[src/rtl/ifm_bank_loader_if.sv]
`default_nettype none
// +--------------------------------------------------------------------------+
// | Module   : ifm_bank_loader_if                                            |
// | Purpose  : valid/ready stream carrying 128-bit feature-map rows into the |
// |            ifm_bank_loader.                                              |
// | Signals  : s_vld  - stream data valid (source -> loader)                 |
// |            s_data - stream data, DW bits (source -> loader)              |
// |            s_rdy  - stream ready (loader -> source)                      |
// | Modports : master = stream source, slave = loader                        |
// | Revision : 1.0 - initial release                                         |
// +--------------------------------------------------------------------------+
interface ifm_bank_loader_if #(
   parameter int DW = 128
);
   logic          s_vld;
   logic [DW-1:0] s_data;
   logic          s_rdy;

   modport master (output s_vld, output s_data, input s_rdy);
   modport slave  (input s_vld, input s_data, output s_rdy);
endinterface
`default_nettype wire

[src/rtl/ifm_bank_loader.sv]
`default_nettype none
// +--------------------------------------------------------------------------+
// | Module   : ifm_bank_loader                                               |
// | Purpose  : write-side controller for the 16-bank 512x128 feature-map     |
// |            BRAM array. Scatters an incoming row stream across the bank   |
// |            write ports (bank-major or interleaved order), then issues a  |
// |            one-cycle start pulse to the layer-00 parser.                 |
// | Ports    : clk, rstn        - clock, async active-low reset              |
// |            iCfg_vld/words/mode - load configuration (IDLE only)          |
// |            iAbort           - abandon the load in progress               |
// |            iParse_busy      - holds oStart off while high                |
// |            s_if (slave)     - input row stream                           |
// |            oEna/oWea/oAddra/oDia - shared BRAM write port               |
// |            oStart, oBusy, oCfg_err, oChksum - status                     |
// | Option   : IFM_BANK_LOADER_CHKSUM_EN enables the running XOR checksum on |
// |            oChksum; otherwise oChksum is tied to zero.                   |
// | Revision : 1.0 - initial release                                         |
// +--------------------------------------------------------------------------+
module ifm_bank_loader #(
   parameter int DW    = 128,
   parameter int AW    = 9,
   parameter int NBANK = 16
) (
   input  wire logic             clk,
   input  wire logic             rstn,
   input  wire logic             iCfg_vld,
   input  wire logic [9:0]       iCfg_words,
   input  wire logic             iCfg_mode,
   input  wire logic             iAbort,
   input  wire logic             iParse_busy,
   ifm_bank_loader_if.slave      s_if,
   output logic      [NBANK-1:0] oEna,
   output logic      [NBANK-1:0] oWea,
   output logic      [AW-1:0]    oAddra,
   output logic      [DW-1:0]    oDia,
   output logic                  oStart,
   output logic                  oBusy,
   output logic                  oCfg_err,
   output logic      [DW-1:0]    oChksum
);

   typedef enum logic [1:0] {
      S_IDLE = 2'd0,
      S_LOAD = 2'd1,
      S_WAIT = 2'd2
   } state_t;

   localparam logic [NBANK-1:0] c_ONE = {{(NBANK-1){1'b0}}, 1'b1};

   state_t           state_q, state_d;
   logic [3:0]       bank_q, bank_d;
   logic [AW-1:0]    addr_q, addr_d;
   logic [9:0]       words_q, words_d;
   logic             mode_q, mode_d;
   logic [NBANK-1:0] ena_q, ena_d;
   logic [AW-1:0]    addra_q, addra_d;
   logic [DW-1:0]    dia_q, dia_d;
   logic             cfg_err_q, cfg_err_d;

   logic w_cfg_ok;
   logic w_beat;
   logic w_addr_last;
   logic w_last;
   logic w_cfg_acc;

   assign w_cfg_ok    = (iCfg_words != 10'd0) && (iCfg_words <= 10'd512);
   assign w_beat      = (state_q == S_LOAD) && s_if.s_vld;
   assign w_addr_last = ({1'b0, addr_q} == (words_q - 10'd1));
   // Both orders finish on the same (bank 15, addr words-1) slot.
   assign w_last      = w_beat && (bank_q == 4'hF) && w_addr_last;
   assign w_cfg_acc   = (state_q == S_IDLE) && iCfg_vld && w_cfg_ok;

   always_comb begin
      state_d   = state_q;
      bank_d    = bank_q;
      addr_d    = addr_q;
      words_d   = words_q;
      mode_d    = mode_q;
      ena_d     = '0;
      addra_d   = addra_q;
      dia_d     = dia_q;
      cfg_err_d = 1'b0;
      oStart    = 1'b0;

      // A beat is registered even alongside iAbort, so it still lands.
      if (w_beat) begin
         ena_d   = c_ONE << bank_q;
         addra_d = addr_q;
         dia_d   = s_if.s_data;
         if (!mode_q) begin
            if (w_addr_last) begin
               addr_d = '0;
               bank_d = bank_q + 4'd1;
            end else begin
               addr_d = addr_q + 1'b1;
            end
         end else begin
            bank_d = bank_q + 4'd1;
            if (bank_q == 4'hF) begin
               addr_d = addr_q + 1'b1;
            end
         end
      end

      case (state_q)
         S_IDLE: begin
            if (iCfg_vld) begin
               if (w_cfg_ok) begin
                  words_d = iCfg_words;
                  mode_d  = iCfg_mode;
                  bank_d  = '0;
                  addr_d  = '0;
                  state_d = S_LOAD;
               end else begin
                  cfg_err_d = 1'b1;
               end
            end
         end
         S_LOAD: begin
            if (iAbort) begin
               state_d = S_IDLE;
            end else if (w_last) begin
               state_d = S_WAIT;
            end
         end
         S_WAIT: begin
            // The final strobe occupies the first WAIT cycle; start only after it.
            if (iAbort) begin
               state_d = S_IDLE;
            end else if ((ena_q == '0) && !iParse_busy) begin
               oStart  = 1'b1;
               state_d = S_IDLE;
            end
         end
         default: state_d = S_IDLE;
      endcase
   end

   always_ff @(posedge clk or negedge rstn) begin
      if (!rstn) begin
         state_q   <= S_IDLE;
         bank_q    <= '0;
         addr_q    <= '0;
         words_q   <= '0;
         mode_q    <= 1'b0;
         ena_q     <= '0;
         addra_q   <= '0;
         dia_q     <= '0;
         cfg_err_q <= 1'b0;
      end else begin
         state_q   <= state_d;
         bank_q    <= bank_d;
         addr_q    <= addr_d;
         words_q   <= words_d;
         mode_q    <= mode_d;
         ena_q     <= ena_d;
         addra_q   <= addra_d;
         dia_q     <= dia_d;
         cfg_err_q <= cfg_err_d;
      end
   end

   assign s_if.s_rdy = (state_q == S_LOAD);
   assign oEna       = ena_q;
   assign oWea       = ena_q;
   assign oAddra     = addra_q;
   assign oDia       = dia_q;
   assign oBusy      = (state_q == S_LOAD) || (state_q == S_WAIT);
   assign oCfg_err   = cfg_err_q;

`ifdef IFM_BANK_LOADER_CHKSUM_EN
   logic [DW-1:0] chk_q, chk_d;

   always_comb begin
      chk_d = chk_q;
      if (w_cfg_acc) begin
         chk_d = '0;
      end else if (w_beat) begin
         chk_d = chk_q ^ s_if.s_data;
      end
   end

   always_ff @(posedge clk or negedge rstn) begin
      if (!rstn) begin
         chk_q <= '0;
      end else begin
         chk_q <= chk_d;
      end
   end

   assign oChksum = chk_q;
`else
   assign oChksum = '0;
`endif

endmodule
`default_nettype wire

[src/flat_wrapper.sv]
// flat-port wrapper written by rule: the top's interface ports become plain ports
module ifm_bank_loader_flat 
#(
   parameter int DW    = 128,
   parameter int AW    = 9,
   parameter int NBANK = 16
)
  (clk, rstn, iCfg_vld, iCfg_words, iCfg_mode, iAbort, iParse_busy, oEna, oWea, oAddra, oDia, oStart, oBusy, oCfg_err, oChksum, s_if_s_vld, s_if_s_data, s_if_s_rdy);
  ifm_bank_loader_if #(.DW(DW)) s_if_i ();
  input  wire logic clk;
  input  wire logic rstn;
  input  wire logic iCfg_vld;
  input  wire logic [9:0] iCfg_words;
  input  wire logic iCfg_mode;
  input  wire logic iAbort;
  input  wire logic iParse_busy;
  output logic      [NBANK-1:0] oEna;
  output logic      [NBANK-1:0] oWea;
  output logic      [AW-1:0] oAddra;
  output logic      [DW-1:0] oDia;
  output logic oStart;
  output logic oBusy;
  output logic oCfg_err;
  output logic      [DW-1:0] oChksum;
  input wire logic [$bits(s_if_i.s_vld)-1:0] s_if_s_vld;
  input wire logic [$bits(s_if_i.s_data)-1:0] s_if_s_data;
  output wire logic [$bits(s_if_i.s_rdy)-1:0] s_if_s_rdy;
  assign s_if_i.s_vld = s_if_s_vld;
  assign s_if_i.s_data = s_if_s_data;
  assign s_if_s_rdy = s_if_i.s_rdy;
  ifm_bank_loader #(.DW(DW), .AW(AW), .NBANK(NBANK)) u_core (.clk(clk), .rstn(rstn), .iCfg_vld(iCfg_vld), .iCfg_words(iCfg_words), .iCfg_mode(iCfg_mode), .iAbort(iAbort), .iParse_busy(iParse_busy), .s_if(s_if_i), .oEna(oEna), .oWea(oWea), .oAddra(oAddra), .oDia(oDia), .oStart(oStart), .oBusy(oBusy), .oCfg_err(oCfg_err), .oChksum(oChksum));
endmodule
[config.mk]
export PLATFORM = sky130hd
export DESIGN_NAME = ifm_bank_loader_flat
export DESIGN_NICKNAME = d
export VERILOG_FILES = /design/src/rtl/ifm_bank_loader_if.sv /design/src/rtl/ifm_bank_loader.sv /design/src/flat_wrapper.sv
export SDC_FILE = /design/constraint.sdc
export NUM_CORES = 1
export LEC_CHECK = 0
export CORE_AREA = 2 2 172 174
export CTS_CLUSTER_DIAMETER = 120
export DETAILED_ROUTE_END_ITERATION = 8
export DIE_AREA = 0 0 174 176
export PLACE_DENSITY = 0.63
export SLEW_MARGIN = 20
export SYNTH_ARGS = -nofsm -noshare
export SYNTH_HDL_FRONTEND = slang
export SYNTH_SLANG_ARGS = --single-unit
[constraint.sdc]
create_clock -name clk -period 6.98 [get_ports clk]
set_input_delay 1.396 -clock clk [delete_from_list [all_inputs] [get_ports clk]]
set_output_delay 1.396 -clock clk [all_outputs]
set_load 0.005 [all_outputs]
==> metrics.txt <==
status=finished, final reports clean; DR vias=6978; total routed wirelength=23100 um; largest net degree at the start of global routing=96; post-synthesis simple-gate area fraction=26.1%; critical path's largest stage delay=0.54 ns; kind of critical path=input port to primary output; Max Buffers Root-to-Sink=2; compound-gate portion of the synthesized area=3.04%; grt ovf=0; postcts setup bufs=0; Die Y=176 um; critical path peak fanout=2; htree depth=4; IO Pins=446; vias in the first global route=6761; Final Hold Viols=0; max_cap viols=0; n_diodes=0; number of synthesized flops with an enable pin=0; Cell Chain, Critical Path=clkdlybuf4s50_1 -> nor4_1 -> nand2_1 -> nor4_1 -> clkdlybuf4s50_1; setup TNS=0 ns; HPWL Detailed=16700 um; via/cell ratio=4.18; Pre-Repair DR Iteration Count=5; Setup Skew=0.0177 ns; Tcrit/Tclk final=59.9%; global-route wire length before repair=35900 um; number of buffers and inverters on the critical path=2; largest family of logic cells by synthesized area=simple AND/OR/NAND/NOR gates; die area=30600 sq um; Antenna Nets Post-Route=0; post-DR wirelength/cell=13.9 um; delay-heaviest family, CP=buffers and inverters; Row Count=62; final setup fails=0; Synth Flop Type=dfrtp_1; Total GRT Usage=14.7%; CTS buffer count=17; Chip Width=174 um; Max Clk Rate=0.239 GHz; clock root buffer=clkbuf_16; most common cell after layout, fill and taps aside=nand2_1; leak pwr=0.00596 uW; antenna violations before repair=0; clk sinks=180; warnings from Yosys=0; P&R area growth vs syn=40.1%; post-CTS sizing=0; Clock Latency Late Sink=0.43 ns; DRT iter0 DRCs=246; crit path DAT=2.79 ns; Hold Path Class=register to register; slowest CP cell=clkdlybuf4s50_1; Post-Synthesis Cell Area=8720 sq um; crit path capture type=primary output; layout cell share with drive strength beyond 1=3.89%; Nets=1427; core area=28500 sq um; register area share after synthesis=51.6%; drt drc=0; Tightest Pin Transition=0.994 ns; Req. time, crit path=5.58 ns; P per Cell Area=364 nW/um^2; fin cells=1668; peak supply drop=0.162 mV; Port Buffers=317; Synth async-reset ratio=100%; routability cong.=0.764; syn_area_per_cell=8.81 sq um; Slew Viols, Final=0; most frequent cells in the layout=nand2_1, clkdlybuf4s50_1, dfrtp_1; area share of xor/xnor cells in the synthesized design=2.01%; post-synthesis adder-cell area fraction=1.58%; Post-CTS Hold Buffers=0; RSZ-0062 raised after global routing=no; Synth Register Bits=180; Slew HR=33.7%; Startpoint Class=input port; Reg-to-Reg Start=u_core.words_q[0]; CTS tree=built; Worst-path clk slew=0.06 ns; crit path time final=4.18 ns; initial core utilization=30.6%; Mapped Cells=990; Crit. Startpoint=iParse_busy; worst hold path startpoint=u_core.oDia[104]; post-synthesis mux area share=0.574%; Cell variety after synth=53; reg2reg setup slack=4.24 ns; total placed cells including tap cells=1636
cells by family (layout without fill, tap and decap cells):
kind of cell,count (synthesis),in the layout
simple gates,539,539
flops,180,180
xor+xnor,20,20
other cells,1,128
buf+inv,200,367
fa+ha+maj,11,11
mux,5,5
compound gates,34,34
worst paths after layout:
kind / to / cells after the start
hold reg to reg: u_core.oDia[104] / 2
hold / removal: u_core.oDia[104] / 2
setup / recovery: oStart / 5
min in group asynchronous: u_core.oDia[92] / 1
max in group asynchronous: u_core.oDia[76] / 2
setup reg to reg: u_core.addr_q[5] / 7
worst min-delay path, cell delays in order, from the launching register on:
cell and delay [ns]:
dfrtp_1 0.34, nand2_1 0.05, nand2_1 0.05
where the power goes:
group | leakage [uW] | switching (uW) | internal, uW
clock network | 0.000278 | 435 | 536
logic | 0.00340 | 790 | 967
registers | 0.00229 | 275 | 1440
total | 0.00596 | 1500 | 2950
state kept, by name (all words and copies together), names as in the netlist:
| register | count |
|---|---|
| u_core.oDia | 128 |
| u_core.bank_q | 4 |
| u_core.oAddra | 9 |
| u_core.oCfg_err | 1 |
| u_core.state_q | 2 |
| u_core.words_q | 10 |
| u_core.oEna | 16 |
| u_core.mode_q | 1 |
| u_core.addr_q | 9 |
cell usage after synthesis, types with 3 or more instances:
| master | instances | area, sq um |
|---|---|---|
| nand2_1 | 448 | 1680 |
| dfrtp_1 | 180 | 4500 |
| buf_4 | 144 | 1080 |
| clkbuf_1 | 32 | 120 |
| and3_1 | 15 | 93.8 |
| nor3_1 | 15 | 75.1 |
| inv_1 | 14 | 52.6 |
| ha_1 | 11 | 138 |
| nor2_1 | 11 | 41.3 |
| xnor2_1 | 10 | 87.6 |
| xor2_1 | 10 | 87.6 |
| o21ai_0 | 9 | 45.0 |
| buf_1 | 7 | 26.3 |
| and2_1 | 6 | 37.5 |
| nor4_1 | 6 | 37.5 |
| or3_1 | 6 | 37.5 |
| a31oi_1 | 5 | 31.3 |
| mux2i_1 | 5 | 50.1 |
| nand4_1 | 5 | 31.3 |
| nand3_1 | 4 | 20.0 |
| nor2b_1 | 4 | 25.0 |
| a21oi_1 | 3 | 15.0 |
| or4_1 | 3 | 22.5 |
metrics by stage:
stage | hold WS (ns) | util [%] | cell area, sq um | setup slack [ns] | total power (uW)
floorplan | 0.470 | - | 9200 | 3.72 | 2500
global placement | 0.457 | 40.8 | 11600 | 2.72 | 3470
detailed placement | 0.461 | 40.8 | 11600 | 2.69 | 3510
CTS | 0.478 | 42.8 | 12200 | 2.79 | 4520
global route | 0.489 | 42.8 | 12200 | 2.72 | 4780
finish | 0.473 | 42.8 | 12200 | 2.80 | 4450
metal layers:
layer	wire length [um]	vias up	GRT usage, %
li1	-	3402	-
met1	9530	3284	17.8
met2	11500	276	25.2
met3	1820	16	4.50
met4	277	0	4.31
met5	0	-	0
layout make-up:
type	count	area (sq um)
Clock buffer	20	437
Clock inverter	12	144
Fill cell	2843	16300
Inverter	14	52.6
Multi-Input combinational cell	737	3400
Sequential cell	180	4500
Tap cell	384	480
Timing Repair Buffer	321	3210
Note: power is estimated with default switching activity, not from simulation.
